<file path="src/rtl/i2s_pkg.sv">
// Shared constants and helpers for the multi-slot serial audio blocks.
// Imported by the transmitter and its frame timer (and a future receiver).
package i2s_pkg;

  localparam int I2S_MODE_PHILIPS   = 0;
  localparam int I2S_MODE_LEFT_JUST = 1;

  // Width of a counter holding 0..n-1, never narrower than one bit.
  function automatic int frame_cnt_width(input int n);
    return (n > 1) ? $clog2(n) : 1;
  endfunction

endpackage

</file>
<file path="src/rtl/i2s_frame_timer.sv">
// Free-running frame position counter with registered word select.
// The boundary strobe is high in the last bclk period of every frame.
module i2s_frame_timer
  import i2s_pkg::*;
#(
  parameter int SLOT_WIDTH = 32,
  parameter int NUM_SLOTS  = 2,
  localparam int FRAME     = SLOT_WIDTH * NUM_SLOTS,
  localparam int CW        = frame_cnt_width(FRAME)
) (
  input  logic          bclk,
  input  logic          rst,
  output logic [CW-1:0] cnt,
  output logic          lrclk,
  output logic          boundary
);

  logic [CW-1:0] cnt_reg;
  logic [CW-1:0] cnt_next;
  logic          lrclk_reg;

  assign boundary = (cnt_reg == CW'(FRAME - 1));
  assign cnt_next = boundary ? '0 : cnt_reg + CW'(1);

  // lrclk is registered from the next count so it changes with the counter.
  always_ff @(posedge bclk or posedge rst) begin
    if (rst) begin
      cnt_reg   <= '0;
      lrclk_reg <= 1'b0;
    end else begin
      cnt_reg   <= cnt_next;
      lrclk_reg <= (cnt_next >= CW'(FRAME / 2));
    end
  end

  assign cnt   = cnt_reg;
  assign lrclk = lrclk_reg;

endmodule

</file>
<file path="src/rtl/i2s_tdm_tx.sv">
// Multi-slot I2S / left-justified transmitter with a double-buffered frame store.
// Words are staged through valid/ready; a full stage is swapped in at each frame wrap.
module i2s_tdm_tx
  import i2s_pkg::*;
#(
  parameter int WORD_WIDTH      = 24,
  parameter int SLOT_WIDTH      = 32,
  parameter int NUM_SLOTS       = 2,
  parameter int MODE            = I2S_MODE_PHILIPS,
  parameter int UNDERRUN_REPEAT = 0,
  localparam int SIW            = $clog2(NUM_SLOTS)
) (
  input  logic                         bclk,
  input  logic                         rst,
  input  logic signed [WORD_WIDTH-1:0] in_data,
  input  logic                         in_valid,
  output logic                         in_ready,
  output logic [SIW-1:0]               in_slot,
  output logic                         lrclk,
  output logic                         sdata,
  output logic                         frame_start,
  output logic                         underrun
);

  localparam int FRAME = SLOT_WIDTH * NUM_SLOTS;
  localparam int CW    = frame_cnt_width(FRAME);
  localparam int PW    = frame_cnt_width(SLOT_WIDTH);
  localparam int FW    = frame_cnt_width(NUM_SLOTS + 1);
  localparam int D     = (MODE == I2S_MODE_PHILIPS) ? 1 : 0;

  if (SLOT_WIDTH < WORD_WIDTH + D) begin : g_bad_slot_width
    $error("i2s_tdm_tx: SLOT_WIDTH cannot hold WORD_WIDTH plus the data delay");
  end
  if ((NUM_SLOTS < 2) || ((NUM_SLOTS % 2) != 0)) begin : g_bad_num_slots
    $error("i2s_tdm_tx: NUM_SLOTS must be even and at least 2");
  end
  if ((MODE != I2S_MODE_PHILIPS) && (MODE != I2S_MODE_LEFT_JUST)) begin : g_bad_mode
    $error("i2s_tdm_tx: MODE must be 0 (I2S) or 1 (left-justified)");
  end

  logic [CW-1:0]         frame_cnt;
  logic                  boundary;
  logic [CW-1:0]         cnt_adv;
  logic [SIW-1:0]        slot_adv;
  logic [PW-1:0]         pos_adv;
  logic [PW-1:0]         bit_off;
  logic                  in_window;

  logic [FW-1:0]         fill_reg;
  logic                  full;
  logic                  accept;
  logic                  load;
  logic                  starve;

  logic [WORD_WIDTH-1:0] staging_reg [NUM_SLOTS];
  logic [WORD_WIDTH-1:0] active_reg  [NUM_SLOTS];
  logic [WORD_WIDTH-1:0] active_next [NUM_SLOTS];
  logic [WORD_WIDTH-1:0] cur_word;
  logic [WORD_WIDTH-1:0] shifted;

  logic                  sdata_reg;
  logic                  sdata_next;
  logic                  frame_start_reg;
  logic                  underrun_reg;

  i2s_frame_timer #(
    .SLOT_WIDTH (SLOT_WIDTH),
    .NUM_SLOTS  (NUM_SLOTS)
  ) u_timer (
    .bclk     (bclk),
    .rst      (rst),
    .cnt      (frame_cnt),
    .lrclk    (lrclk),
    .boundary (boundary)
  );

  // Staging handshake and frame-boundary decision (uses the pre-edge fill).
  assign full     = (fill_reg == FW'(NUM_SLOTS));
  assign in_ready = ~full;
  assign in_slot  = fill_reg[SIW-1:0];
  assign accept   = in_valid & in_ready;
  assign load     = boundary & full;
  assign starve   = boundary & ~full;

  always_ff @(posedge bclk or posedge rst) begin
    if (rst) begin
      fill_reg <= '0;
    end else if (load) begin
      fill_reg <= '0;
    end else if (accept) begin
      fill_reg <= fill_reg + FW'(1);
    end
  end

  always_ff @(posedge bclk or posedge rst) begin
    if (rst) begin
      staging_reg <= '{default: '0};
    end else if (accept) begin
      staging_reg[fill_reg[SIW-1:0]] <= in_data;
    end
  end

  // Active frame after the coming edge; the serialiser reads it directly so
  // a freshly loaded frame is already on the wire in the c = 0 period.
  for (genvar gi = 0; gi < NUM_SLOTS; gi++) begin : g_active
    assign active_next[gi] = load                             ? staging_reg[gi] :
                             (starve && (UNDERRUN_REPEAT == 0)) ? '0              :
                                                                  active_reg[gi];
  end

  always_ff @(posedge bclk or posedge rst) begin
    if (rst) begin
      active_reg <= '{default: '0};
    end else begin
      active_reg <= active_next;
    end
  end

  // Slot and bit position of the period the coming edge enters.
  assign cnt_adv   = boundary ? '0 : frame_cnt + CW'(1);
  assign slot_adv  = SIW'(cnt_adv / CW'(SLOT_WIDTH));
  assign pos_adv   = PW'(cnt_adv % CW'(SLOT_WIDTH));
  assign in_window = (pos_adv >= PW'(D)) &&
                     ({1'b0, pos_adv} < (PW + 1)'(D + WORD_WIDTH));
  assign bit_off   = pos_adv - PW'(D);

  assign cur_word   = active_next[slot_adv];
  assign shifted    = cur_word << bit_off;
  assign sdata_next = in_window & shifted[WORD_WIDTH-1];

  always_ff @(posedge bclk or posedge rst) begin
    if (rst) begin
      sdata_reg       <= 1'b0;
      frame_start_reg <= 1'b0;
      underrun_reg    <= 1'b0;
    end else begin
      sdata_reg       <= sdata_next;
      frame_start_reg <= load;
      underrun_reg    <= starve;
    end
  end

  assign sdata       = sdata_reg;
  assign frame_start = frame_start_reg;
  assign underrun    = underrun_reg;

endmodule

</file>
<file path="config.mk">
export PLATFORM = sky130hd
export DESIGN_NAME = i2s_tdm_tx
export DESIGN_NICKNAME = d
export VERILOG_FILES = /design/src/rtl/i2s_pkg.sv /design/src/rtl/i2s_frame_timer.sv /design/src/rtl/i2s_tdm_tx.sv
export SDC_FILE = /design/constraint.sdc
export NUM_CORES = 1
export LEC_CHECK = 0
export CAP_MARGIN = 15
export CORE_MARGIN = 2
export CORE_UTILIZATION = 50
export CTS_BUF_LIST = sky130_fd_sc_hd__clkbuf_4 sky130_fd_sc_hd__clkbuf_8
export DETAILED_ROUTE_END_ITERATION = 10
export PLACE_DENSITY = 0.69
export SYNTH_ARGS = -nofsm -noshare
export SYNTH_HDL_FRONTEND = slang
export SYNTH_SLANG_ARGS = --single-unit
</file>
<file path="constraint.sdc">
create_clock -name bclk -period 8.2 [get_ports bclk]
set_clock_uncertainty 0.05 [all_clocks]
set_input_delay 1.64 -clock bclk [delete_from_list [all_inputs] [get_ports bclk]]
set_output_delay 1.64 -clock bclk [all_outputs]
set_load 0.03 [all_outputs]
</file>
==> flow_metrics.tcl, run 1 <==
set metrics [dict create \
    status "completed" \
    syn-mean-instance-area_sq_um 11.4 \
    wl_mm 9.23 \
    maxCapViolCount 0 \
    finalMaxSlewViolations 0 \
    powerDensity_nw_per_um2 240 \
    clkSinkCount 108 \
    hold_viol_final 0 \
    arrival_ns 2.19 \
    drive_gt1_share_pct 21.0 \
    r2r_start "u_timer.cnt[0]$_DFF_PP0_" \
    leakage_nw 2.72 \
    clk_pin_slew_ns 0.11 \
    syn-instance-count 437 \
    ys_seq_area_share_pct 54.3 \
    drt_iter0_drc 152 \
    clockBufferDepth 2 \
    cts_buffers 9 \
    holdPathEnd "active_reg[13]$_DFF_PP0_" \
    clkLatencyLatePin_ns 0.37 \
    dp_hpwl_mm 5.71 \
    io_pins 33 \
    whs_path_depth 2 \
    synthSimpleGateAreaFrac_pct 12.6 \
    antenna_cells 0 \
    cts_tree "built" \
    grt_pass1_vias 3188 \
    worst_pin_slew_ns 1.05 \
    start_util_pct 51.1 \
    yosys-mux-area-fraction_pct 24.2 \
    dieArea_sq_um 10800 \
    wire_per_inst_um 15.5 \
    rsz0062_at_grt "no" \
    drt_pass1_iterations 7 \
    r2r-end "sdata$_DFF_PP0_" \
    power.total_mw 1.34 \
    grt_pass1_wl_mm 16.1 \
    finalCriticalPeriod_ns 3.88 \
    fp.dieH_um 104 \
    grt_usage_pct 18.5 \
    grt_overflow 0 \
    max-vdd-ir-drop_mv 0.143 \
    synthXorXnorAreaFrac_pct 0.704 \
    synth_compound_area_share_pct 4.80 \
    rrSetupSlack_ns 4.69 \
    holdCritStartpoint "active_reg[13]$_DFF_PP0_" \
    crit_fanout 50 \
    fin_nets 487 \
    reg2reg_depth 9 \
    cts_hold_buf 0 \
    postRouteAntennaNets 0 \
    slew_headroom_pct 30.2 \
    worstHoldPathType "register to register" \
    gp_congestion 0.732 \
    cts_setup_buffers 0 \
    setup_viol 0 \
    design_area_sq_um 5620 \
    core_sq_um 9730 \
    drcViolationCount 0 \
    cp.required_ns 6.51 \
    via_per_inst 5.34 \
    synth_top_family_by_area "multiplexers" \
    synth_fp_nets 466 \
    min_period_over_period_pct 47.3 \
    syn2layout_area_growth_pct 12.9 \
    ys_ff_latch 108 \
    yosys.area_share.adder_pct 0.503 \
    synth_area_sq_um 4970 \
    endpoint_kind "primary output" \
    die_w_um 104 \
    ys_types 36 \
    antenna_found_initial 0 \
    htreeDepth 3 \
    max_freq_ghz 0.258 \
    cts_resized 0 \
    post_dp_cell_area_sq_um 5390 \
    tns_ns 0 \
    vias 3185 \
    grt_start_max_net_pins 100 \
    yosysWarnings 0 \
    worstSetupPathType "register to primary output" \
    port_buffers 32 \
    cts-root-buf "clkbuf_8" \
    num_rows 36 \
    critPathLaunchType "register" \
]
## metal layers
metal	GRT usage [%]	vias up	share of wire [%]
met5	0	-	0
met4	3.47	0	0.80
met3	4.28	7	2.4
met2	31.2	35	49
met1	25.0	1588	47
li1	-	1555	-
## Yosys cell counts, drive strengths merged
library cell  count  share of area (%)
a21oi             2               0.20
a31o              1               0.18
a31oi             2               0.25
and2              2               0.30
and3              1               0.15
buf              10                1.2
clkbuf           18                1.4
dfrtp           108                 54
ha                2               0.50
inv               5               0.38
mux2             58                 13
mux2i            41                8.2
mux4              6                2.7
nand2           102                7.8
nand2b            2               0.25
nand3            29                2.9
nand3b            1               0.15
nor2              7               0.53
nor2b             1               0.13
nor3b             1               0.15
nor4              1               0.13
o21ai            29                3.0
o22ai             1               0.13
o311ai            1               0.33
o41ai             2               0.73
xnor2             1               0.18
xor2              3               0.53
## kinds of logic (layout without fill, tap and decap cells)
logic type | Yosys count | count (layout)
simple gates | 147 | 147
flops | 108 | 108
mux | 105 | 105
fa+ha+maj | 2 | 2
buf+inv | 33 | 59
compound gates | 38 | 38
xor+xnor | 4 | 4
## cell type report
class                      instances  area, sq um
timing repair buffer              38          385
sequential                       108         2700
multi-input combinational        296         2140
inverter                           5         21.3
tap                              133          166
fill                             831         4110
clock inverter                     7         77.6
clock buffer                       9          124
## power breakdown
group / switching (mW) / internal (mW) / total (mW)
sequential: 0.0681 / 0.658 / 0.726
combinational: 0.139 / 0.160 / 0.298
clock: 0.200 / 0.121 / 0.321
total: 0.407 / 0.938 / 1.34
## per-stage QoR
stage,worst slack (ns),utilization (%),hold slack [ns],cells
floorplan,3.66,-,0.388,437
global placement,4.65,55.4,0.403,579
detailed placement,4.58,55.4,0.406,579
CTS,4.31,57.4,0.431,595
global route,4.24,57.7,0.450,596
finish,4.32,57.7,0.426,596
## worst max-delay path: stages (launching register included)
cell and delay, ns:
dfrtp_1 0.47, nor2b_4 0.13, buf_4 0.47, inv_1 0.11, clkdlybuf4s50_1 0.62
## worst max path at each step
stage / start / to / slack, ns
final: fill_reg[0]$_DFFE_PP0P_ / in_ready / 4.32
after floorplan: rst / active_reg[0]$_DFF_PP0_ / 3.66
after global placement: in_valid / staging_reg[8]$_DFFE_PP0P_ / 4.65
after global routing: fill_reg[0]$_DFFE_PP0P_ / in_ready / 4.24
after CTS: fill_reg[0]$_DFFE_PP0P_ / in_ready / 4.31
after detailed placement: in_valid / staging_reg[13]$_DFFE_PP0P_ / 4.58
## placed cells by master, fill, tap and decap left out, types with 2 or more instances in the layout
cell	netlist	routed
a21oi_1	2	2
a31oi_1	2	2
buf_4	2	5
clkbuf_8	0	9
clkdlybuf4s50_1	0	32
clkinv_8	0	2
dfrtp_1	108	108
ha_1	2	2
inv_1	4	3
inv_6	0	3
mux2_2	57	57
mux2i_1	41	41
mux4_2	6	6
nand2_1	101	101
nand2b_1	2	2
nand3_1	29	29
nor2_1	7	7
o21ai_0	28	28
xor2_1	3	3
(Power assumes the default switching activity.)
==> run 2, diff against run 1 <==
- clock period: 8.2 -> 3.85 ns (I/O delays scaled with it)
==> run 2 against run 1 <==
Flip-flop and latch count is the same. Count of clock-buffer cells in the layout rose by 1. Power increased by 120%. Global-route usage rose by 0.19 points. Via count increased by 0.85%. Largest cell class unchanged.
==> flow_metrics.tcl, run 2 (synthesis gave the netlist of run 1 again) <==
set metrics [dict create \
    start_util_pct 51.1 \
    grt_overflow 0 \
    worstHoldPathType "register to register" \
    final_cell_mix "108 x dfrtp_1, 101 x nand2_1, 57 x mux2_2" \
    grt_usage_pct 18.7 \
    layout_commonest_cell "dfrtp_1" \
    finalMaxSlewViolations 0 \
    clockBufferDepth 2 \
    antenna_found_initial 0 \
    leakage_nw 2.74 \
    fp.dieH_um 104 \
    fin_nets 489 \
    max-vdd-ir-drop_mv 0.274 \
    wl_mm 9.28 \
    core_sq_um 9730 \
    endpoint_kind "register" \
    final_util_pct 58.2 \
    postRouteAntennaNets 0 \
    cts_setup_buffers 0 \
    vias 3212 \
    clkSinkCount 108 \
    worst_pin_slew_ns 0.877 \
    path_delay_family "multiplexers" \
    dp_hpwl_mm 6.18 \
    critPathLaunchType "register" \
    num_rows 36 \
    htreeDepth 3 \
    dp_cells 582 \
    antenna_cells 0 \
    io_pins 33 \
    gp_congestion 0.775 \
    port_buffers 32 \
    syn2layout_area_growth_pct 13.7 \
    drt_pass1_iterations 4 \
    finalCriticalPeriod_ns 2.91 \
    cts_resized 0 \
    cts_buffers 9 \
    cts-root-buf "clkbuf_8" \
    hold_viol_final 0 \
    slew_headroom_pct 41.4 \
    maxCapViolCount 0 \
    fillers 832 \
    worst_path_max_delay_cell "o41ai_4" \
    drive_gt1_share_pct 21.3 \
    setup_viol 0 \
    wire_per_inst_um 15.5 \
    clk_pin_slew_ns 0.10 \
    drcViolationCount 0 \
    grt_pass1_wl_mm 16.2 \
    dieArea_sq_um 10800 \
    grt_start_max_net_pins 65 \
    arrival_ns 3.11 \
    powerDensity_nw_per_um2 523 \
    power.total_mw 2.96 \
    rsz0062_at_grt "no" \
    grt_pass1_vias 3267 \
    die_w_um 104 \
    min_period_over_period_pct 75.7 \
    worstSetupPathType "register to register" \
    cts_tree "built" \
    cp.required_ns 4.04 \
    clkLatencyLatePin_ns 0.36 \
    cp.buffers_inverters 2 \
    crit_fanout 30 \
    tns_ns 0 \
    status "completed" \
    layout.cells.non_filler 598 \
    worstPathCellList "buf_4 -> inv_1 -> o41ai_4 -> mux4_2 -> mux2_2 -> nand3b_1 -> o311ai_2" \
    drt_iter0_drc 112 \
    via_per_inst 5.37 \
    critical_path.max_stage_delay_ns 0.69 \
    max_freq_ghz 0.343 \
    cts_hold_buf 0 \
]
## run 2: area by class of cell
cell class	count	area, sq um	area share (%)
clock buffer	10	138	2.43
clock inverter	6	86.3	1.53
inverter	5	21.3	0.376
multi-input combinational	296	2140	37.8
sequential	108	2700	47.8
tap	133	166	2.94
timing repair buffer	40	405	7.16
## run 2: path summary, 6_finish.rpt
kind	start	end	slack, ns	depth (start not counted)
max in group asynchronous	rst	active_reg[22]$_DFF_PP0_	2.19	3
max reg2reg	u_timer.cnt[0]$_DFF_PP0_	sdata$_DFF_PP0_	0.94	7
min in group asynchronous	rst	staging_reg[9]$_DFFE_PP0P_	0.82	2
min reg2reg	active_reg[45]$_DFF_PP0_	active_reg[45]$_DFF_PP0_	0.43	2
max	u_timer.cnt[0]$_DFF_PP0_	sdata$_DFF_PP0_	0.94	7
min	active_reg[45]$_DFF_PP0_	active_reg[45]$_DFF_PP0_	0.43	2
## run 2: per-layer routing
layer	track usage (%)	vias to the layer above	wire length (um)
li1	-	1547	-
met1	26.4	1611	4390
met2	29.8	43	4450
met3	3.59	11	323
met4	5.50	0	116
met5	0	-	0
## run 2: tightest hold or removal path, cell delays in order (launching register included)
cell and delay [ns]:
dfrtp_1 0.36, nand2_1 0.05, nand2_1 0.05
## run 2: power breakdown
group / internal [mW] / leakage [nW] / switching (mW)
registers: 1.40 / 1.38 / 0.151
logic: 0.337 / 1.25 / 0.302
clock network: 0.384 / 0.113 / 0.386
## run 2: stage by stage
step	hold WS, ns	instance area [sq um]	worst slack [ns]
after floorplan	0.388	4970	0.184
after global placement	0.399	5430	0.963
after detailed placement	0.409	5430	0.897
after CTS	0.432	5660	0.880
after global routing	0.455	5660	0.721
final	0.428	5660	0.935
==> run 3, diff against run 2 <==
- clock period: 3.85 -> 2.9 ns (I/O delays scaled with it)
==> run 3 against run 2 <==
Fmax up 9.1%. First-iteration DRC count up 54%. Worst setup slack got worse by 0.71 ns. Register-to-register slack worse by 0.71 ns. Cell count is 0.50% higher. Count of clock-buffer cells in the layout unchanged. Global-route usage rose by 0.083 points. Critical path depth fell by 1. Combinational power grew 32%. Largest power group unchanged.
==> flow_metrics.tcl, run 3 (synthesis gave the netlist of run 1 again) <==
set metrics [dict create \
    port_buffers 32 \
    critical_path.max_stage_delay_ns 0.69 \
    grt_usage_pct 18.8 \
    clkSinkCount 108 \
    leakage_nw 2.74 \
    wire_per_inst_um 15.9 \
    min_period_over_period_pct 92.1 \
    reg2reg_depth 6 \
    drt_iter0_drc 173 \
    core_sq_um 9730 \
    final_cell_mix "108 x dfrtp_1, 101 x nand2_1, 57 x mux2_2" \
    grt_overflow 0 \
    layout_commonest_cell "dfrtp_1" \
    arrival_ns 2.86 \
    finalMaxSlewViolations 0 \
    worstPathCellList "nand3_1 -> o41ai_4 -> mux4_2 -> mux2_2 -> nand3b_1 -> o311ai_2" \
    r2r-end "sdata$_DFF_PP0_" \
    io_pins 33 \
    finalCriticalPeriod_ns 2.67 \
    antenna_cells 0 \
    crit_fanout 7 \
    cts_buffers 9 \
    rsz0062_at_grt "no" \
    clkLatencyLatePin_ns 0.37 \
    postRouteAntennaNets 0 \
    vias 3243 \
    critPathLaunchType "register" \
    holdCritStartpoint "active_reg[15]$_DFF_PP0_" \
    start_util_pct 51.1 \
    cts-root-buf "clkbuf_8" \
    slew_headroom_pct 46.6 \
    cts_tree "built" \
    worstHoldPathType "register to register" \
    whs_path_depth 2 \
    worst_path_max_delay_cell "o41ai_4" \
    path_delay_family "multiplexers" \
    worst_pin_slew_ns 0.798 \
    clockBufferDepth 2 \
    dieArea_sq_um 10800 \
    tns_ns 0 \
    drt_pass1_iterations 4 \
    maxCapViolCount 0 \
    via_per_inst 5.40 \
    fp.dieH_um 104 \
    endpoint_kind "register" \
    cts_hold_buf 0 \
    max_freq_ghz 0.374 \
    die_w_um 104 \
    rrSetupSlack_ns 0.23 \
    max-vdd-ir-drop_mv 0.391 \
    worstSetupPathType "register to register" \
    cp.buffers_inverters 0 \
    fin_nets 492 \
    powerDensity_nw_per_um2 680 \
    num_rows 36 \
    gp_congestion 0.853 \
    htreeDepth 3 \
    status "completed" \
    cp.required_ns 3.09 \
    clk_pin_slew_ns 0.10 \
    wl_mm 9.56 \
    dpl_worst_slack_ns 0.208 \
    setup_viol 0 \
    power.total_mw 3.85 \
    antenna_found_initial 0 \
    grt_pass1_wl_mm 16.3 \
    drcViolationCount 0 \
    grt_pass1_vias 3338 \
    drive_gt1_share_pct 21.8 \
    r2r_start "u_timer.cnt[3]$_DFF_PP0_" \
    dp_hpwl_mm 6.18 \
    holdPathEnd "active_reg[15]$_DFF_PP0_" \
    setup_slack_ns 0.229 \
    syn2layout_area_growth_pct 14.0 \
    hold_viol_final 0 \
    grt_start_max_net_pins 109 \
]
==> run 3: cell types whose count changed in the layout (fill, tap and decap cells not counted), sizes merged <==
cell,previous run,this run
buf,8,11
clkinvlp,1,2
bufinv,2,1
==> run 3: routing by layer <==
metal | track usage (%) | up-vias | share of wire, % | wire length, um
met3 | 3.08 | 15 | 2.3 | 219
li1 | - | 1556 | - | -
met4 | 7.53 | 0 | 2.0 | 187
met1 | 25.9 | 1627 | 47 | 4500
met5 | 0 | - | 0 | 0
met2 | 30.0 | 45 | 49 | 4650
==> run 3: cell type report <==
cell class,instances,area [sq um]
fill,833,4060
sequential,108,2700
multi-input combinational,296,2140
timing repair buffer,43,432
tap,133,166
clock buffer,10,138
clock inverter,6,71.3
inverter,5,22.5
==> run 3: through the flow <==
step / area [sq um] / cells / utilization (%) / hold slack, ns
6_report: 5670 / 601 / 58.3 / 0.435
5_1_grt: 5670 / 601 / 58.3 / 0.461
4_1_cts: 5670 / 601 / 58.2 / 0.434
3_5_place_dp: 5460 / 585 / 56.1 / 0.411
3_3_place_gp: 5460 / 585 / 56.1 / 0.403
2_1_floorplan: 4980 / 437 / - / 0.388
==> run 3: timing repair <==
action,4_1_cts,5_1_grt
setup endpoints to repair,0,1
buffers inserted,0,0
gates resized for setup,0,1
==> run 3: how the worst max path moves through the flow <==
stage	slack, ns	depth (start not counted)	endpoint	from
floorplan	0.50	9	sdata$_DFF_PP0_	u_timer.cnt[1]$_DFF_PP0_
CTS	0.18	9	sdata$_DFF_PP0_	u_timer.cnt[1]$_DFF_PP0_
global route	0.07	9	sdata$_DFF_PP0_	u_timer.cnt[1]$_DFF_PP0_
global placement	0.26	9	sdata$_DFF_PP0_	u_timer.cnt[1]$_DFF_PP0_
finish	0.23	6	sdata$_DFF_PP0_	u_timer.cnt[3]$_DFF_PP0_
detailed placement	0.21	9	sdata$_DFF_PP0_	u_timer.cnt[1]$_DFF_PP0_
==> run 3: worst register-to-register path: cells and delay by family (launching register included) <==
kind / cells / cell delay (ns)
mux: 2 / 0.89
simple gates: 2 / 0.33
flops: 1 / 0.49
compound gates: 2 / 0.80
==> run 3: report_power, final <==
group | internal [mW] | switching [mW] | total (mW)
clock network | 0.432 | 0.523 | 0.956
logic | 0.440 | 0.399 | 0.840
registers | 1.86 | 0.198 | 2.06
